[src/rtl/mux_scan_sel.sv]
// rtl/mux_scan_sel.sv - registered N:1 multi-bit mux with manual select and masked round-robin scan
module mux_scan_sel #(
  parameter int WIDTH    = 8,
  parameter int CHANNELS = 4,
  parameter int SEL_W    = 2,
  parameter int DWELL    = 2
) (
  input  logic                      clk,
  input  logic                      rst_n,
  input  logic                      EN,
  input  logic                      MODE,
  input  logic [SEL_W-1:0]          S,
  input  logic [CHANNELS-1:0]       MASK,
  input  logic [CHANNELS*WIDTH-1:0] I,
  output logic [WIDTH-1:0]          Y,
  output logic [SEL_W-1:0]          CH,
  output logic                      VALID,
  output logic                      WRAP
);

  localparam logic [SEL_W:0] NCH        = (SEL_W+1)'(CHANNELS);
  localparam logic [7:0]     DWELL_LAST = 8'(DWELL - 1);

  logic [SEL_W-1:0] ptr;
  logic [7:0]       dwell_cnt;
  logic             mode_q;
  // wrap is decided when ptr jumps back; the pulse is emitted one cycle later
  // so it lines up with the first output taken from the wrapped-to channel
  logic             wrap_pend;

  logic             s_ok;
  logic [WIDTH-1:0] s_data;
  logic [WIDTH-1:0] p_data;
  logic             ptr_masked;
  logic             all_masked;
  logic             advance;
  logic [SEL_W-1:0] nxt_hi;
  logic             hi_found;
  logic [SEL_W-1:0] nxt_lo;
  logic             lo_found;

  assign s_ok       = ({1'b0, S} < NCH);
  assign all_masked = &MASK;
  assign advance    = ptr_masked || (dwell_cnt == DWELL_LAST);

  // channel lookup for S and ptr, and next unmasked channel above ptr / lowest overall
  always_comb begin
    s_data     = '0;
    p_data     = '0;
    ptr_masked = 1'b0;
    nxt_hi     = '0;
    hi_found   = 1'b0;
    nxt_lo     = '0;
    lo_found   = 1'b0;
    for (int k = 0; k < CHANNELS; k++) begin
      if (SEL_W'(k) == S) begin
        s_data = I[k*WIDTH +: WIDTH];
      end
      if (SEL_W'(k) == ptr) begin
        p_data     = I[k*WIDTH +: WIDTH];
        ptr_masked = MASK[k];
      end
      if (!MASK[k] && !lo_found) begin
        nxt_lo   = SEL_W'(k);
        lo_found = 1'b1;
      end
      if (!MASK[k] && !hi_found && (SEL_W'(k) > ptr)) begin
        nxt_hi   = SEL_W'(k);
        hi_found = 1'b1;
      end
    end
  end

  // registered outputs plus scan pointer, dwell counter and mode history
  always_ff @(posedge clk) begin
    if (!rst_n) begin
      Y         <= '0;
      CH        <= '0;
      VALID     <= 1'b0;
      WRAP      <= 1'b0;
      ptr       <= '0;
      dwell_cnt <= '0;
      mode_q    <= 1'b0;
      wrap_pend <= 1'b0;
    end else begin
      mode_q <= MODE;
      if (!EN) begin
        Y     <= '0;
        VALID <= 1'b0;
        WRAP  <= 1'b0;
      end else if (!MODE) begin
        Y         <= s_ok ? s_data : '0;
        CH        <= S;
        VALID     <= s_ok;
        WRAP      <= 1'b0;
        wrap_pend <= 1'b0;
      end else if (!mode_q) begin
        Y         <= p_data;
        CH        <= ptr;
        VALID     <= 1'b0;
        WRAP      <= 1'b0;
        wrap_pend <= 1'b0;
        ptr       <= s_ok ? S : '0;
        dwell_cnt <= '0;
      end else if (all_masked) begin
        Y         <= '0;
        CH        <= ptr;
        VALID     <= 1'b0;
        WRAP      <= 1'b0;
        wrap_pend <= 1'b0;
      end else begin
        Y     <= p_data;
        CH    <= ptr;
        VALID <= ~ptr_masked;
        WRAP  <= wrap_pend;
        if (advance) begin
          ptr       <= hi_found ? nxt_hi : nxt_lo;
          wrap_pend <= ~hi_found;
          dwell_cnt <= '0;
        end else begin
          dwell_cnt <= dwell_cnt + 8'd1;
          wrap_pend <= 1'b0;
        end
      end
    end
  end

endmodule

[config.mk]
export PLATFORM = sky130hd
export DESIGN_NAME = mux_scan_sel
export DESIGN_NICKNAME = d
export VERILOG_FILES = /design/src/rtl/mux_scan_sel.sv
export SDC_FILE = /design/constraint.sdc
export NUM_CORES = 1
export LEC_CHECK = 0
export CAP_MARGIN = 30
export CORE_ASPECT_RATIO = 0.6
export CORE_MARGIN = 4
export CORE_UTILIZATION = 35
export DETAILED_ROUTE_END_ITERATION = 10
export DONT_BUFFER_PORTS = 1
export GPL_ROUTABILITY_DRIVEN = 0
export SYNTH_ARGS = -nofsm -noshare
export SYNTH_HDL_FRONTEND = slang
export SYNTH_SLANG_ARGS = --single-unit
export TNS_END_PERCENT = 20
[constraint.sdc]
create_clock -name clk -period 2.3 [get_ports clk]
set_input_delay 0.115 -clock clk [delete_from_list [all_inputs] [get_ports clk]]
set_output_delay 0.115 -clock clk [all_outputs]
set_load 0.005 [all_outputs]
After elaboration in Yosys (flattened, before gate mapping)
Index checks and enable logic that the tools add are counted.

ROM bits: 0. Memories kept: 0. Bits of input ports: 42. RAM bits: 0. Output and inout bits: 12. Bits in registers: 24. Latch bits: 0. Logic and storage cells: 98.

Divide/modulo/power cells: 0. Add/subtract/negate cells: 1. Muxes and demuxes: 43. Bitwise gates (word level): 6. $lt $le $gt $ge: 4. Shifts and indexed selects: 0. Reductions and logical operators: 27. Multipliers: 0. Eq/ne operators: 9.

Operator list (count): $mux 8 (14); $mux 1 (20); $mux 2 (9); $logic_and 1x1->1 (10); $logic_not 1->1 (9); $add 8x1->8 const B (1); $eq 2x2->1 const A (4); $eq 8x1->1 const B (1); $reduce_and 4->1 (2); $not 1->1 (6); $reduce_or 5->1 (1); $eq 1x2->1 const A (2); $gt 1x2->1 const A (2); $gt 2x2->1 const A (2); $logic_not 2->1 (2); $reduce_and 3->1 (1); $ne 2x1->1 const B (1); $ne 2x2->1 const B (1); $reduce_and 2->1 (1); $logic_or 1x1->1 (1).

Logic depth before layout (Yosys ltp)
Gate-level depths: netlist of run 1.

Depth in word-level cells: 20. Gate-level depth with buffers: 7. Mapped depth without buffers: 6.

Worst setup path before layout of run 1
Ideal clock, no wire load.

Path type: reg2reg. From: reg ptr[1]. To: reg dwell_cnt[3]. Setup slack: 0.651 ns. Clock period less this slack: 1.649 ns. Path buffers: 1. Stages on the path, launching flop included: 6. Setup time: 0.084 ns. Arrival time: 1.565 ns. Data required time: 2.216 ns. Cells stage by stage: dfxtp_1 mux4_2 a211oi_2 buf_4 nand2_2 o31ai_2.

Word-level cells in the longest chain between the ends: 9. Elaborated cells between the ends (all ways): 12. Classes of those cells: eq/ne (3); mux (7); reduce/logical (2).

Ends and longest elaborated chain: from (decl) (line 24) `logic [SEL_W-1:0] ptr;`; from (signal assigned) (line 103) `ptr <= s_ok ? S : '0;`; from (signal assigned) (line 117) `ptr <= hi_found ? nxt_hi : nxt_lo;`; $logic_not 2->1 (line 59) `if (SEL_W'(k) == ptr) begin`; $mux 1 (3 in series) (line 59); $mux 1 (*) (line 59); $logic_or 1x1->1 (*) (line 44) `assign advance = ptr_masked || (dwell_cnt == DWELL_LAST);`; $mux 8 (*) (line 116) `if (advance) begin`; $mux 8 (*) (line 105) `end else if (all_masked) begin`; $mux 8 (*) (line 97) `end else if (!mode_q) begin`; to (signal assigned) (line 121) `dwell_cnt <= dwell_cnt + 8'd1;`; to (decl) (line 25) `logic [7:0] dwell_cnt;`.

Every way passes the cells marked *; elsewhere a longest branch is shown, timed or not. The select of a mux whose other input is x is not followed. A chain may end at the register's enable or synchronous reset.

Worst setup path after layout of run 1
From: reg ptr[1]. To: reg dwell_cnt[7].

The elaborated chain is that of the path after synthesis.

==> flow_summary.toml, run 1 <==
[clock_tree]
number_of_clock_buffers_inserted_by_tritoncts = 3
cts_tree = "built"
tritoncts_sinks = 24
clkTransAtPathRegs_ps = 90
clock_insertion_delay_worst_skew_ps = 270
cts-root-to-sink-buffers = 2
cts_resized = 0
post-cts-setup-buffer-count = 0
clock_tree.htree_level_count = 1
cts_root_buffer = "clkbuf_8"

[synthesis]
post_synth_inst_count = 161
yosys.area_share.xor_xnor_pct = 0
synth_top_family_by_area = "multiplexers"
synth_compound_gate_area_share_pct = 18.2
post_synth_most_frequent_cells = "24 x dfxtp_1, 17 x mux4_2, 13 x a21oi_1, 13 x nand2_1, 12 x nor2_1"
yosys_warnings = 0
synth_top_area_share_pct = 30.3
synth_enable_flop_cells = 0
synthArstFlopShare_pct = 0
synth_mux_area_share_pct = 26.7
synthFlopType = "dfxtp_1"
synth_seq_area_share_pct = 30.3
synthesis.nets = 205
synth_fa_ha_area_share_pct = 1.58
post_synthesis_cell_area_mm2 = 0.00159
post_synth_num_cell_types = 44
yosysMostFrequentCell = "dfxtp_1"
netlist.top_cell.by_area = "dfxtp_1"
synth-simple-area-share_pct = 19.5
postSynthAreaPerCell_um2 = 9.85
top_post_synthesis_cells_by_area = "dfxtp_1 30%, mux4_2 24%, a21oi_1 4.1%, nor2b_1 3.9%, nand2_1 3.1%"
synth_seq_cells = 24

[job]
cap_viol_max_count = 0

[timing]
setup_viol_count_final = 0
finalHoldViolations = 0
final_min_period_over_clock_period_pct = 87.8
final.min_clock_period_ps = 2020
fin_worst_hold_slack_ps = 1.03
post-route-worst-setup-slack_ps = 280
maxSlewViolCount = 0
worstMarginPinSlew_ps = 630
clock_skew_ps = 9.27
tns_ps = 0
grt_setup_unrepaired = "false"
max_slew_margin_pct = 57.9
fmax_mhz = 495

[critical_path]
crit_start_category = "register"
cp.depth = 5
crit_type = "register to register"
critPathSlowestCell = "mux4_2"
crit_path_max_fanout = 7
critical-path-max-stage-delay_ps = 560
critical_path_buf_inv_count = 1
cp_top_family = "compound AO/OA/AOI/OAI gates"
path_cells = "mux4_2 -> a211oi_2 -> buf_4 -> a41oi_1 -> a31oi_1"
worst-r2r-cell-count = 5
critPathCaptureType = "register"
timing.critical_path.required_ps = 2500
crit_path_dat_ps = 2220

[layout]
fraction_of_final_layout_cells_sized_beyond_drive_strength_1_pct = 17.5
stdcell_count = 220
insertedDiodeCount = 0
nets = 205
area_delta_synth_final_pct = 9.87

[routing]
drt-wirelength-per-cell_um = 19.0
routed_met3_length_um = 306
met2_length_um = 2070
vias = 1335
drt-vias-per-instance = 6.07
routed.top_layer = "met4"
detail_route.first_pass.iterations = 4
routed_wl_um = 4180
number_of_remaining_drc_errors = 0
drtIter0Drc = 156
antenna_violating_nets_post_route = 0
drt-met1-wl_um = 1740

[grt]
grt_first_pass_wirelength_um = 6840
first_global_vias = 1315
pin_count_of_the_biggest_net_entering_global_routing = 15
grt-ovfl-total = 0
grt_antenna_before_repair = 0
groute.usage.overall_pct = 15.8

[floorplanning]
floorplan.io_pins = 54
placement_rows = 18
fp.dieH_um = 60.1
fp.dieArea_mm2 = 0.00571
core-area_mm2 = 0.00423
die_width_um = 94.9
initial_utilization_pct = 37.4

[power]
power_density_over_the_cells_mw_per_mm2 = 559
fin_total_pwr_mw = 0.973
irDropWorstVdd_mv = 0.246
leakage_power_nw = 0.586

[placed_design]
dp_cells = 212
port_buffers = 0
hpwl_after_detailed_placement_um = 3200
post_placement_worst_setup_slack_ps = 335

[worst_hold_path]
worst_hold_path.num_cells = 2
worst_hold_path_type = "input pin to register"

[run_status]
outcome = "complete, no violations"
kinds of logic after synthesis:
family                     Yosys count
and+or+nand+nor                     59
AOI/OAI and AO/OA                   41
DFF                                 24
muxes                               21
buffers and inverters               14
adders and majority gates            2
worst paths after layout:
kind,from,endpoint,slack [ps]
worst min register to register,wrap_pend,WRAP,470
worst min-delay path,rst_n,ptr[0],1
worst max-delay path,ptr[1],dwell_cnt[7],280
worst max register to register,ptr[1],dwell_cnt[7],280
where the power goes:
part / leakage (nW) / internal (mW) / switching, mW
combinational: 0.355 / 0.0904 / 0.0649
clock: 0.0357 / 0.233 / 0.143
sequential: 0.196 / 0.430 / 0.0118
total: 0.586 / 0.753 / 0.220
state kept, by name, summed over array words and instances, names as in the netlist:
register,cells
wrap_pend,1
ptr,2
WRAP,1
mode_q,1
dwell_cnt,8
Y,8
VALID,1
CH,2
per-layer routing:
layer,global-route usage [%],up-vias
li1,-,617
met1,20.0,659
met2,26.4,51
met3,4.28,8
met4,5.13,0
met5,0,-
area by class of cell:
type / count / area (um2)
clock inverters: 1 / 30.0
clock buffers: 3 / 41.3
repair buffers: 7 / 62.6
multi-input cells: 123 / 1040
well taps: 60 / 75.1
inverters: 2 / 7.51
fillers: 426 / 2490
flip-flops and latches: 24 / 480
through the flow:
step / utilization, % / instance area, um2
finish: 41.1 / 1740
global route: 41.1 / 1740
CTS: 41.1 / 1740
detailed placement: 38.5 / 1630
global placement: 38.5 / 1630
floorplan: - / 1590
cells in the final DEF, fill, tap and decap left out, types with 2 or more instances in the layout:
master | netlist | routed
mux2i_1 | 4 | 4
mux4_2 | 17 | 17
a32oi_1 | 2 | 2
o211ai_1 | 2 | 2
dfxtp_1 | 24 | 24
nand4b_1 | 2 | 2
nand3_1 | 8 | 8
o211a_1 | 2 | 2
nor2b_1 | 10 | 10
ha_1 | 2 | 2
a21oi_1 | 13 | 13
nand2_1 | 13 | 13
nor2_1 | 12 | 12
a31oi_1 | 4 | 4
dlygate4sd3_1 | 0 | 4
clkbuf_8 | 0 | 3
inv_1 | 2 | 2
nor4_1 | 2 | 2
buf_4 | 1 | 3
and2_1 | 2 | 2
nand2b_1 | 2 | 2
o21ai_0 | 2 | 2
a21boi_0 | 3 | 3
repair_timing:
| item | 4_1_cts | 5_1_grt |
|---|---|---|
| hold buffers | 4 | 0 |
| setup endpoints to repair | 0 | 0 |
| endpoints found under the hold margin | 9 | 0 |
Power figures use the tool's default switching activity.
==> run 2: changes to the inputs <==
--- a/config.mk
+++ b/config.mk
@@ -5,13 +5,14 @@
 export SDC_FILE = /design/constraint.sdc
 export NUM_CORES = 1
 export LEC_CHECK = 0
-export CAP_MARGIN = 30
+export CAP_MARGIN = 0
 export CORE_ASPECT_RATIO = 0.6
 export CORE_MARGIN = 4
-export CORE_UTILIZATION = 35
+export CORE_UTILIZATION = 60
 export DETAILED_ROUTE_END_ITERATION = 10
 export DONT_BUFFER_PORTS = 1
 export GPL_ROUTABILITY_DRIVEN = 0
+export PLACE_DENSITY = 0.76
 export SYNTH_ARGS = -nofsm -noshare
 export SYNTH_HDL_FRONTEND = slang
 export SYNTH_SLANG_ARGS = --single-unit
==> run 2 against run 1 <==
  * Cell area is 2.6% lower
  * Combinational power hardly changed
  * Non-clock buffer count is 1 lower
  * Utilization is 27 points higher
  * Sequential power hardly changed
==> flow_summary.toml, run 2 (synthesis results as in run 1) <==
[layout]
layout.filler_cells = 219
layout_commonest_cell = "dfxtp_1"
area_delta_synth_final_pct = 7.02
fraction_of_final_layout_cells_sized_beyond_drive_strength_1_pct = 17.6
final_area_mm2 = 0.00170
reg.largest.list = "Y (8), dwell_cnt (8)"
insertedDiodeCount = 0
multi_input_comb_area_mm2 = 0.00104
layout.area.seq_um2 = 480
nets = 204
mostFrequentLayoutCells = "24 x dfxtp_1, 17 x mux4_2, 13 x nand2_1, 13 x a21oi_1, 12 x nor2_1"

[critical_path]
critical-path-max-stage-delay_ps = 560
crit_start = "ptr[1]"
timing.reg2reg.setup_slack_ps = 480
rr_startpoint = "ptr[1]"
crit_type = "register to register"
crit_path_max_fanout = 12
crit_start_category = "register"
critPathSlowestCell = "mux4_2"
path_cells = "mux4_2 -> a211oi_2 -> buf_4 -> or2b_1 -> a31oi_1"
critPathCaptureType = "register"
crit_path_dat_ps = 2020
timing.critical_path.required_ps = 2500

[timing]
max_slew_margin_pct = 58.8
final.min_clock_period_ps = 1820
setup_viol_count_final = 0
final_min_period_over_clock_period_pct = 79.3
grt_setup_unrepaired = "false"
finalHoldViolations = 0
maxSlewViolCount = 0
tns_ps = 0
worstMarginPinSlew_ps = 617
fmax_mhz = 548
clock_skew_ps = 4.91

[routing]
vias = 1369
met2_length_um = 1800
detail_route.first_pass.iterations = 4
routed.top_layer = "met4"
drt-met1-wl_um = 1510
drtIter0Drc = 198
routed_met3_length_um = 520
antenna_violating_nets_post_route = 0
routed_wl_um = 3890
drt-wirelength-per-cell_um = 20.4
drt-vias-per-instance = 7.17
number_of_remaining_drc_errors = 0

[floorplanning]
core-area_mm2 = 0.00250
placement_rows = 14
die_width_um = 74.4
initial_utilization_pct = 63.3
fp.dieH_um = 47.8
floorplan.io_pins = 54
fp.dieArea_mm2 = 0.00356

[power]
power_frac_seq_pct = 46.1
power_density_over_the_cells_mw_per_mm2 = 565
switching_power_mw = 0.207
fin_total_pwr_mw = 0.959
irDropWorstVdd_mv = 0.300
leakage_power_nw = 0.582
power.share.clock_pct = 37.7
power.switching_fraction_pct = 21.6
internal_power_component_mw = 0.752
power.combinational.fraction_pct = 16.2

[placed_design]
port_buffers = 0
dpl_cell_area_mm2 = 0.00160
hpwl_after_detailed_placement_um = 2900

[grt]
grt-ovfl-total = 0
grt_first_pass_wirelength_um = 6050
groute.usage.overall_pct = 23.5
pin_count_of_the_biggest_net_entering_global_routing = 15
grt_antenna_before_repair = 0
first_global_vias = 1265

[clock_tree]
clock_tree.htree_level_count = 1
clkTransAtPathRegs_ps = 80
cts_tree = "built"
cts_root_buffer = "clkbuf_8"
clock_insertion_delay_worst_skew_ps = 270
number_of_clock_buffers_inserted_by_tritoncts = 3
cts-root-to-sink-buffers = 2
post-cts-setup-buffer-count = 0
tritoncts_sinks = 24

[job]
cap_viol_max_count = 0

[worst_hold_path]
hp-start = "EN"
worst_hold_path_type = "input pin to register"

[run_status]
outcome = "complete, no violations"
[run 2: cell types whose count changed in the layout (fill, tap and decap cells not counted)]
cell	before	now
dlygate4sd3_1	4	3
[run 2: power groups by stage]
stage / clock, mW / sequential [mW] / combinational (mW)
finish: 0.361 / 0.442 / 0.156
global placement: 0 / 0.451 / 0.141
CTS: 0.365 / 0.442 / 0.154
global route: 0.378 / 0.444 / 0.167
detailed placement: 0 / 0.452 / 0.145
floorplan: 0 / 0.448 / 0.138
[run 2: cell type report]
cell class                      instances  share of cell area [%]
Multi-Input combinational cell        123                    61.6
Clock buffer                            3                    2.43
Inverter                                2                   0.442
Sequential cell                        24                    28.3
Tap cell                               32                    2.36
Clock inverter                          1                    1.77
Timing Repair Buffer                    6                    3.10
[run 2: timing repair]
action | 4_1_cts | 5_1_grt
setup endpoints to repair | 0 | 0
resized for setup | 0 | 0
hold endpoints to repair | 9 | 0
hold buffers | 3 | 0
[run 2: per-layer routing]
metal,global-route usage [%],vias to the layer above
li1,-,613
met1,30.4,640
met2,40.3,105
met3,6.92,11
met4,4.96,0
met5,0,-
[run 2: critical path: cells and delay by family (launching register included)]
kind	cells	cell delay, ps
buf+inv	1	210
flops	1	380
simple gates	1	240
compound gates	2	360
mux	1	560
[run 2: per-stage QoR]
stage                     utilization [%]  cells  setup slack [ps]  hold slack [ps]
after floorplan                         -    161               651              328
after global placement               63.7    184               604              219
after detailed placement             63.7    184               502              217
after CTS                            67.7    191               491             6.00
after global routing                 67.7    191               281             10.8
final                                67.7    191               476             4.14
[run 2: final timing paths]
check,cells after the start,to
worst max-delay path,5,dwell_cnt[5]
worst max register to register,5,dwell_cnt[5]
worst min-delay path,1,CH[0]
worst min register to register,2,WRAP
